==> src/rtl/spk_out_encoder.sv <==
// Spike/data packet encoder: turns soma scan fire results into SPIKE packets with
// raster (x,y,z) coordinates and streams soma memory dumps as DATA..DATA_END trains.
package spk_out_encoder_pkg;
    localparam int unsigned NNW   = 12;
    localparam int unsigned SW    = 24;
    localparam int unsigned FTW   = 3;
    localparam int unsigned FD    = 2;
    localparam int unsigned CW    = SW / 3;
    localparam int unsigned DEPTH = 1 << FD;

    typedef enum logic [FTW-1:0] {
        PKT_SPIKE    = 3'b000,
        PKT_DATA     = 3'b001,
        PKT_DATA_END = 3'b010
    } pkt_type_e;

    typedef struct packed {
        pkt_type_e       ptype;
        logic [SW-1:0]   data;
    } pkt_t;
endpackage

module spk_out_encoder
    import spk_out_encoder_pkg::*;
(
    input  logic            clk,
    input  logic            rst_n,
    input  logic [NNW-1:0]  i_x_out,
    input  logic [NNW-1:0]  i_y_out,
    input  logic [NNW-1:0]  i_z_out,
    input  logic            i_scan_start,
    input  logic            i_scan_vld,
    input  logic            i_scan_fire,
    output logic            o_scan_rdy,
    input  logic            i_dump_req,
    input  logic [NNW-1:0]  i_dump_len,
    output logic            o_dump_re,
    output logic [NNW-1:0]  o_dump_raddr,
    input  logic [SW-1:0]   i_dump_rdata,
    output logic            o_spk_out_vld,
    input  logic            i_spk_out_rdy,
    output logic [SW-1:0]   o_spk_out_data,
    output logic [FTW-1:0]  o_spk_out_type
);

    typedef enum logic [1:0] {
        ST_IDLE = 2'd0,
        ST_SCAN = 2'd1,
        ST_DUMP = 2'd2
    } state_e;

    state_e          r_state, w_state_d;
    logic [NNW-1:0]  r_x, r_y, r_z, w_x_d, w_y_d, w_z_d;
    logic [NNW-1:0]  r_len, r_issued, r_rcv, w_len_d, w_issued_d, w_rcv_d;
    logic            r_scan_rdy, r_dump_re, r_rd_pend, r_vld;
    logic            w_scan_rdy_d, w_dump_re_d, w_rd_pend_d, w_vld_d;
    logic [FD-1:0]   r_wptr, r_rptr;
    logic [FD:0]     r_count, w_count_d;
    pkt_t            r_mem [DEPTH];
    pkt_t            w_push_pkt, w_head;
    logic            w_push, w_pop, w_accept;
    logic            w_x_last, w_y_last, w_z_last, w_rcv_last;

    assign w_x_last   = (r_x == i_x_out - NNW'(1));
    assign w_y_last   = (r_y == i_y_out - NNW'(1));
    assign w_z_last   = (r_z == i_z_out - NNW'(1));
    assign w_rcv_last = (r_rcv == r_len - NNW'(1));

    // Next-state, counters, FIFO push selection and next values of the registered outputs
    always_comb begin
        w_state_d   = r_state;
        w_x_d       = r_x;
        w_y_d       = r_y;
        w_z_d       = r_z;
        w_len_d     = r_len;
        w_issued_d  = r_issued + NNW'(r_dump_re);
        w_rcv_d     = r_rcv;
        w_rd_pend_d = r_dump_re;
        w_push      = 1'b0;
        w_push_pkt  = '0;
        w_accept    = (r_state == ST_SCAN) && i_scan_vld && r_scan_rdy;
        w_pop       = r_vld && i_spk_out_rdy;

        case (r_state)
            ST_IDLE: begin
                if (i_scan_start) begin
                    w_state_d = ST_SCAN;
                    w_x_d     = '0;
                    w_y_d     = '0;
                    w_z_d     = '0;
                end else if (i_dump_req && (i_dump_len >= NNW'(2))) begin
                    w_state_d  = ST_DUMP;
                    w_len_d    = i_dump_len;
                    w_issued_d = '0;
                    w_rcv_d    = '0;
                end
            end
            ST_SCAN: begin
                if (w_accept) begin
                    if (i_scan_fire) begin
                        w_push           = 1'b1;
                        w_push_pkt.ptype = PKT_SPIKE;
                        w_push_pkt.data  = {r_z[CW-1:0], r_y[CW-1:0], r_x[CW-1:0]};
                    end
                    if (w_x_last) begin
                        w_x_d = '0;
                        if (w_y_last) begin
                            w_y_d = '0;
                            w_z_d = r_z + NNW'(1);
                            if (w_z_last) begin
                                w_state_d = ST_IDLE;
                            end
                        end else begin
                            w_y_d = r_y + NNW'(1);
                        end
                    end else begin
                        w_x_d = r_x + NNW'(1);
                    end
                end
            end
            ST_DUMP: begin
                if (r_rd_pend) begin
                    w_push           = 1'b1;
                    w_push_pkt.data  = i_dump_rdata;
                    w_push_pkt.ptype = w_rcv_last ? PKT_DATA_END : PKT_DATA;
                    w_rcv_d          = r_rcv + NNW'(1);
                    if (w_rcv_last) begin
                        w_state_d = ST_IDLE;
                    end
                end
            end
            default: begin
                w_state_d = ST_IDLE;
            end
        endcase

        w_count_d    = r_count + (FD+1)'(w_push) - (FD+1)'(w_pop);
        w_vld_d      = (w_count_d != '0);
        w_scan_rdy_d = (w_state_d == ST_SCAN) && (w_count_d != (FD+1)'(DEPTH));
        // A read may only issue if the FIFO can absorb it plus the word already returning
        w_dump_re_d  = (w_state_d == ST_DUMP) && (w_issued_d < w_len_d) &&
                       ((w_count_d + (FD+1)'(w_rd_pend_d)) < (FD+1)'(DEPTH));
    end

    always_ff @(posedge clk or negedge rst_n) begin
        if (!rst_n) begin
            r_state <= ST_IDLE;
        end else begin
            r_state <= w_state_d;
        end
    end

    always_ff @(posedge clk or negedge rst_n) begin
        if (!rst_n) begin
            r_x        <= '0;
            r_y        <= '0;
            r_z        <= '0;
            r_len      <= '0;
            r_issued   <= '0;
            r_rcv      <= '0;
            r_scan_rdy <= 1'b0;
            r_dump_re  <= 1'b0;
            r_rd_pend  <= 1'b0;
            r_vld      <= 1'b0;
            r_count    <= '0;
            r_wptr     <= '0;
            r_rptr     <= '0;
        end else begin
            r_x        <= w_x_d;
            r_y        <= w_y_d;
            r_z        <= w_z_d;
            r_len      <= w_len_d;
            r_issued   <= w_issued_d;
            r_rcv      <= w_rcv_d;
            r_scan_rdy <= w_scan_rdy_d;
            r_dump_re  <= w_dump_re_d;
            r_rd_pend  <= w_rd_pend_d;
            r_vld      <= w_vld_d;
            r_count    <= w_count_d;
            r_wptr     <= r_wptr + FD'(w_push);
            r_rptr     <= r_rptr + FD'(w_pop);
        end
    end

    // FIFO storage; the head entry drives the packet outputs directly
    always_ff @(posedge clk or negedge rst_n) begin
        if (!rst_n) begin
            for (int i = 0; i < DEPTH; i++) begin
                r_mem[i] <= '0;
            end
        end else if (w_push) begin
            r_mem[r_wptr] <= w_push_pkt;
        end
    end

    assign w_head         = r_mem[r_rptr];
    assign o_spk_out_vld  = r_vld;
    assign o_spk_out_data = w_head.data;
    assign o_spk_out_type = w_head.ptype;
    assign o_scan_rdy     = r_scan_rdy;
    assign o_dump_re      = r_dump_re;
    assign o_dump_raddr   = r_issued;

endmodule

==> config.mk <==
export PLATFORM = sky130hd
export DESIGN_NAME = spk_out_encoder
export DESIGN_NICKNAME = d
export VERILOG_FILES = /design/src/rtl/spk_out_encoder.sv
export SDC_FILE = /design/constraint.sdc
export NUM_CORES = 1
export LEC_CHECK = 0
export CAP_MARGIN = 10
export CORE_ASPECT_RATIO = 0.6
export CORE_UTILIZATION = 30
export CTS_BUF_LIST = sky130_fd_sc_hd__clkbuf_2
export CTS_CLUSTER_SIZE = 10
export DETAILED_ROUTE_END_ITERATION = 7
export GPL_TIMING_DRIVEN = 0
export PLACE_DENSITY = 0.58
export SYNTH_ARGS = -nofsm -noshare
export SYNTH_HDL_FRONTEND = slang
export SYNTH_SLANG_ARGS = --single-unit
==> constraint.sdc <==
create_clock -name clk -period 8.6 [get_ports clk]
set_input_delay 0.86 -clock clk [delete_from_list [all_inputs] [get_ports clk]]
set_output_delay 0.86 -clock clk [all_outputs]
set_load 0.005 [all_outputs]
==> impl_metrics.tcl, run 1 <==
set metrics [dict create \
    leakage_uw 0.00530 \
    synth_area_leaders "dfrtp_1, mux4_2, o21ai_0" \
    ff2ff_path_depth 18 \
    ys.flop_type "dfrtp_1" \
    multiInputGateArea_um2 5610 \
    grt_overflow 0 \
    fp.coreArea_um2 35100 \
    max_cap_viol_count 0 \
    die_x_um 246 \
    tightest_slew_ns 1.17 \
    syn-cell-area_um2 10700 \
    grt_pass1_vias 8579 \
    fmax_ghz 0.218 \
    status "completed" \
    irDropWorstVdd_uv 102 \
    maxSlewHeadroom_pct 21.4 \
    clkTransAtPathRegs_ns 0.28 \
    period_needed_ns 4.58 \
    cts_tree "done" \
    finalWeightedCongestion 0.858 \
    drive_gt1_share_pct 7.74 \
    hp-class "reg2reg" \
    p_per_area_nw_per_um2 211 \
    wirelength_mm 31.5 \
    rsz0062_at_grt "false" \
    synth_top_family_by_area "simple AND/OR/NAND/NOR gates" \
    synth.most_common_cell "dfrtp_1" \
    setup_violations 0 \
    grt_usage_pct 17.6 \
    syn2layout_area_growth_pct 18.9 \
    grt_max_degree 101 \
    wl_per_cell_um 18.3 \
    maxSlewViolCount 0 \
    syn_avg_cell_area_um2 9.74 \
    cts.sinks 189 \
    critical_path_class "reg2out" \
    ant_nets 0 \
    synth_top_area_share_pct 44.0 \
    synth-simple-area-share_pct 18.4 \
    port_buffers 116 \
    drt_drc_violations_left 0 \
    antenna_found_initial 1 \
    syn_nets 1213 \
    reg2reg_slack_ns 4.41 \
    synth_mux_area_share_pct 7.93 \
    first_pass_iters 5 \
    cts_resized 0 \
    synth_seq_cells 189 \
    cts_buffers 17 \
    die_h_um 149 \
    clock_skew_ns 0.0468 \
    core.rowCount 53 \
    n_fill_cell 3607 \
    min_to "r_mem[1]" \
    dp_slack_ns 3.41 \
    worst-path-max-fanout 10 \
    cts_root_buf "clkbuf_2" \
    required_ns 7.74 \
    h-tree-depth 4 \
    insertion_delay_ns 0.86 \
    synth_fa_ha_area_share_pct 3.56 \
    drt_iter0_drc 872 \
    grt_pass1_wl_mm 49.4 \
    cp_data_arrival_time_ns 3.72 \
    timing.final.ws_setup_ns 4.02 \
    synthTopCellsByCount "dfrtp_1, nand2_1, o21ai_0" \
    hpwl_mm 24.1 \
    routed-via-count 8912 \
    num_io_pins 121 \
    yosysWarnings 0 \
    ff_latch_area_um2 4730 \
    synth_top_area_cell "dfrtp_1" \
    cp-start-kind "flop" \
    finalHoldViolCount 0 \
    post_drt_via_cell_ratio 5.18 \
    post-route-period-util_pct 53.3 \
    fin_area_um2 12800 \
    nets 1350 \
    syn_inst 1104 \
    r2r_start "r_state[1]" \
    synth-seq-area-share_pct 44.0 \
    floorplan.initialDensity_pct 30.6 \
    synth_edf_count 0 \
    synth-xor-area-share_pct 7.74 \
    post_cts_buffers 0 \
    placed_cell_area_um2 12500 \
    async_reset_ff_share_pct 100 \
    reg2reg_to "o_dump_re" \
    synth_compound_area_share_pct 14.5 \
    clockBufferDepth 2 \
    cts_hold_buffers 1 \
    dieArea_um2 36600 \
    yosysUniqueCellTypes 81 \
    end_kind "output pin" \
    whs_path_depth 2 \
    hp-start "r_mem[1]" \
]
## cells in the final DEF (no fill, tap or decap), types with 6 or more instances in the layout
master	instances
a211oi_1	9
a21oi_1	41
a22o_1	6
a22oi_1	26
and2_1	7
and3_1	18
clkbuf_1	49
clkbuf_2	17
clkdlybuf4s50_1	115
dfrtp_1	189
ha_1	29
inv_1	41
mux2i_1	21
mux4_2	26
nand2_1	124
nand2b_1	14
nand3_1	25
nand4_1	18
nor2_1	89
nor2b_1	13
nor3_1	21
nor4_1	7
o21ai_0	110
o31ai_1	8
or3_1	9
or4_1	7
xnor2_1	56
xor2_1	36
## kinds of logic (layout without fill, tap and decap cells)
family / Yosys count / count (layout)
buf+inv: 103 / 252
simple gates: 389 / 389
xor+xnor: 93 / 93
mux: 52 / 52
compound gates: 247 / 247
flops: 189 / 189
other cells: 1 / 2
fa+ha+maj: 30 / 30
## how the worst max path moves through the flow
stage | from | end | slack, ns | depth (start not counted)
detailed placement | i_dump_len[10] | o_dump_re | 3.41 | 12
global route | r_rptr[0] | o_spk_out_data[15] | 3.64 | 4
CTS | r_rptr[0] | o_spk_out_data[15] | 3.85 | 4
global placement | rst_n | r_rcv[11] | -1.48 | 1
finish | r_rptr[0] | o_spk_out_data[17] | 4.02 | 4
floorplan | i_dump_len[2] | o_dump_re | 4.47 | 10
## flip-flops by register name, indices dropped and copies added, names as in the netlist
register	count
r_rcv	12
r_state	2
o_dump_re	1
r_x	12
r_count	3
r_rd_pend	1
r_wptr	2
r_y	12
r_z	12
r_rptr	2
o_spk_out_vld	1
r_len	12
r_mem	104
o_dump_raddr	12
o_scan_rdy	1
## metal layers
layer | track usage [%] | vias up | wire (um)
li1 | - | 4210 | -
met1 | 27.8 | 4437 | 16500
met2 | 24.3 | 245 | 12900
met3 | 3.75 | 20 | 1730
met4 | 3.43 | 0 | 285
met5 | 0 | - | 0
## power by group
part	internal (uW)	switching (uW)
logic	471	642
registers	1020	106
clock network	132	327
total	1620	1080
## critical path, cell delays in order (launching register included)
cell and delay, ns:
dfrtp_1 0.42, clkbuf_1 0.54, buf_1 0.78, mux4_2 0.62, clkdlybuf4s50_1 0.51
## stage by stage
stage	total power (uW)	setup TNS, ns	hold WS [ns]	cells	util (%)
finish	2700	0	0.512	1721	36.4
global route	2880	0	0.507	1721	36.4
CTS	2710	0	0.503	1720	36.3
detailed placement	2250	0	0.467	1688	35.7
global placement	2230	-276.17	0.459	1687	35.5
floorplan	1810	0	0.414	1104	-
## final cells by class
class	instances	share of cell area [%]
antenna	1	0.0196
buffer	62	2.04
clock buffer	17	0.666
clock inverter	14	1.14
inverter	41	1.20
multi-input combinational	812	43.9
sequential	189	37.0
tap	467	4.57
timing repair buffer	118	9.42
Note: power is estimated with default switching activity, not from simulation.
==> run 2, diff against run 1 <==
- PLACE_DENSITY: 0.58 -> 0.6
- clock period: 8.6 -> 4.11 ns (I/O delays scaled with it)
==> run 2 against run 1 <==
- count of clock-buffer cells in the layout up 1
- sequential share of layout area shrank 0.083 points
- critical path depth increased by 8
- largest cell class unchanged
- critical path type is now in2reg
- utilization rose by 0.082 points
- wire length up 1.0%
- flip-flop and latch count did not move
- combinational power rose by 110%
- sequential power increased by 110%
- register-to-register slack worse by 4.1 ns
- cell count about the same
- clock power grew 120%
==> impl_metrics.tcl, run 2 (synthesis gave the netlist of run 1 again) <==
set metrics [dict create \
    crit_path_cell_trace "clkdlybuf4s50_1 > or4_1 > o311ai_2 > clkbuf_1 > mux2i_1 > ha_1 > a21o_1 > a21o_1 > a21oi_1 > o31ai_1 > a211oi_1 > and3_1" \
    post_cts_buffers 0 \
    clkTransAtPathRegs_ns 0.25 \
    antenna_found_initial 1 \
    cts_buffers 17 \
    post_drt_via_cell_ratio 5.15 \
    critPathMostFrequentCell "a21o_1" \
    cp_slowest_cell "o311ai_2" \
    routed-via-count 8859 \
    finalWeightedCongestion 0.843 \
    clockBufferDepth 2 \
    post-route-period-util_pct 95.8 \
    grt_usage_pct 18.0 \
    fmax_ghz 0.254 \
    port_buffers 116 \
    finalHoldViolCount 0 \
    maxSlewViolCount 0 \
    utilization_pct 36.4 \
    top_register "r_mem" \
    h-tree-depth 4 \
    irDropWorstVdd_uv 187 \
    grt_overflow 0 \
    floorplan.initialDensity_pct 30.6 \
    met2_usage_pct 24.7 \
    status "completed" \
    worst-path-max-fanout 10 \
    fp.coreArea_um2 35100 \
    grt_pass1_vias 8620 \
    required_ns 4.87 \
    grt_max_degree 96 \
    largest_reg_flops 104 \
    final_cell_mix "dfrtp_1, nand2_1, clkdlybuf4s50_1, o21ai_0, nor2_1" \
    hpwl_mm 24.3 \
    cp_data_arrival_time_ns 4.69 \
    nets 1348 \
    drive_gt1_share_pct 7.99 \
    wirelength_mm 31.8 \
    clock_skew_ns 0.0351 \
    max_cap_viol_count 0 \
    cts_root_buf "clkbuf_2" \
    insertion_delay_ns 0.82 \
    cts_tree "done" \
    leakage_uw 0.00533 \
    drt_drc_violations_left 0 \
    final_common_cell "dfrtp_1" \
    die_h_um 149 \
    setup_violations 0 \
    drt_iter0_drc 707 \
    hp-class "in2async" \
    tightest_slew_ns 1.13 \
    cts.sinks 189 \
    gr-usage-met3_pct 3.10 \
    ant_nets 0 \
    period_needed_ns 3.94 \
    wl_per_cell_um 18.5 \
    grt_busiest_layer "met1" \
    die_x_um 246 \
    timing.final.ws_setup_ns 0.174 \
    num_io_pins 121 \
    first_pass_iters 8 \
    dieArea_um2 36600 \
    dp_slack_ns -0.632 \
    critical_path_class "in2reg" \
    reg2reg_slack_ns 0.27 \
    cpPeakStageDelay_ns 0.84 \
    maxSlewHeadroom_pct 24.0 \
    grt_pass1_wl_mm 50.4 \
    end_kind "flop" \
    met1_usage_pct 28.7 \
    rsz0062_at_grt "false" \
    syn2layout_area_growth_pct 19.1 \
    p_per_area_nw_per_um2 445 \
    core.rowCount 53 \
    cp-start-kind "input pin" \
]
[run 2: cell types whose count changed in the layout (fill, tap and decap cells not counted), moves of 2 or more]
cell	previous run	this run
clkdlybuf4s15_2	0	2
clkinvlp_4	4	1
buf_1	5	3
clkinv_1	0	3
clkinv_4	2	0
clkbuf_1	49	46
clkbuf_2	17	19
[run 2: worst max-delay path: cells and delay by family]
| family | cells | cell delay, ns |
|---|---|---|
| adders and majority gates | 1 | 0.28 |
| buffers and inverters | 2 | 1.04 |
| AOI/OAI and AO/OA | 6 | 1.81 |
| muxes | 1 | 0.33 |
| and+or+nand+nor | 2 | 0.82 |
[run 2: final cells by class]
type | count | area [um2]
multi-input cells | 812 | 5620
fillers | 3617 | 22300
plain buffers | 60 | 269
well taps | 467 | 584
inverters | 41 | 154
clock inverters | 13 | 146
clock buffers | 18 | 90.1
diodes | 2 | 5.00
repair buffers | 118 | 1200
flip-flops and latches | 189 | 4730
[run 2: report_power, final]
group	internal, uW	switching (uW)	total, uW
logic	1000	1360	2360
registers	2130	219	2350
clock network	332	657	989
[run 2: through the flow]
stage          cell area [um2]  instances  power, uW  setup TNS (ns)  hold WS, ns
5_1_grt                  12800       1719       6080               0        0.109
2_1_floorplan            10700       1104       3790               0        0.115
4_1_cts                  12800       1719       5710               0        0.105
3_3_place_gp             12500       1687       4660        -1033.80        0.458
6_report                 12800       1720       5700               0        0.146
3_5_place_dp             12500       1688       4710          -0.632        0.468
[run 2: routing by layer]
layer,vias up,part of all wire [%]
met5,-,0
met4,0,1.1
met3,20,4.6
met2,221,41
met1,4409,53
li1,4209,-
[run 2: worst paths after layout]
check / cells after the start / startpoint / end
max: 12 / i_dump_len[11] / o_dump_re
min: 2 / rst_n / r_mem[38]
max reg2reg: 17 / r_state[1] / o_dump_re
min reg2reg: 0 / o_dump_re / r_rd_pend
max in group asynchronous: 3 / rst_n / r_rcv[2]
min in group clk: 3 / i_dump_len[0] / r_len[0]
[run 2: timing repair]
action / in CTS / in global routing
hold buffers: 1 / 0
cloned: 0 / 0
resized for setup: 4 / 5
endpoints found under the setup margin: 21 / 17
hold endpoints to repair: 94 / 0
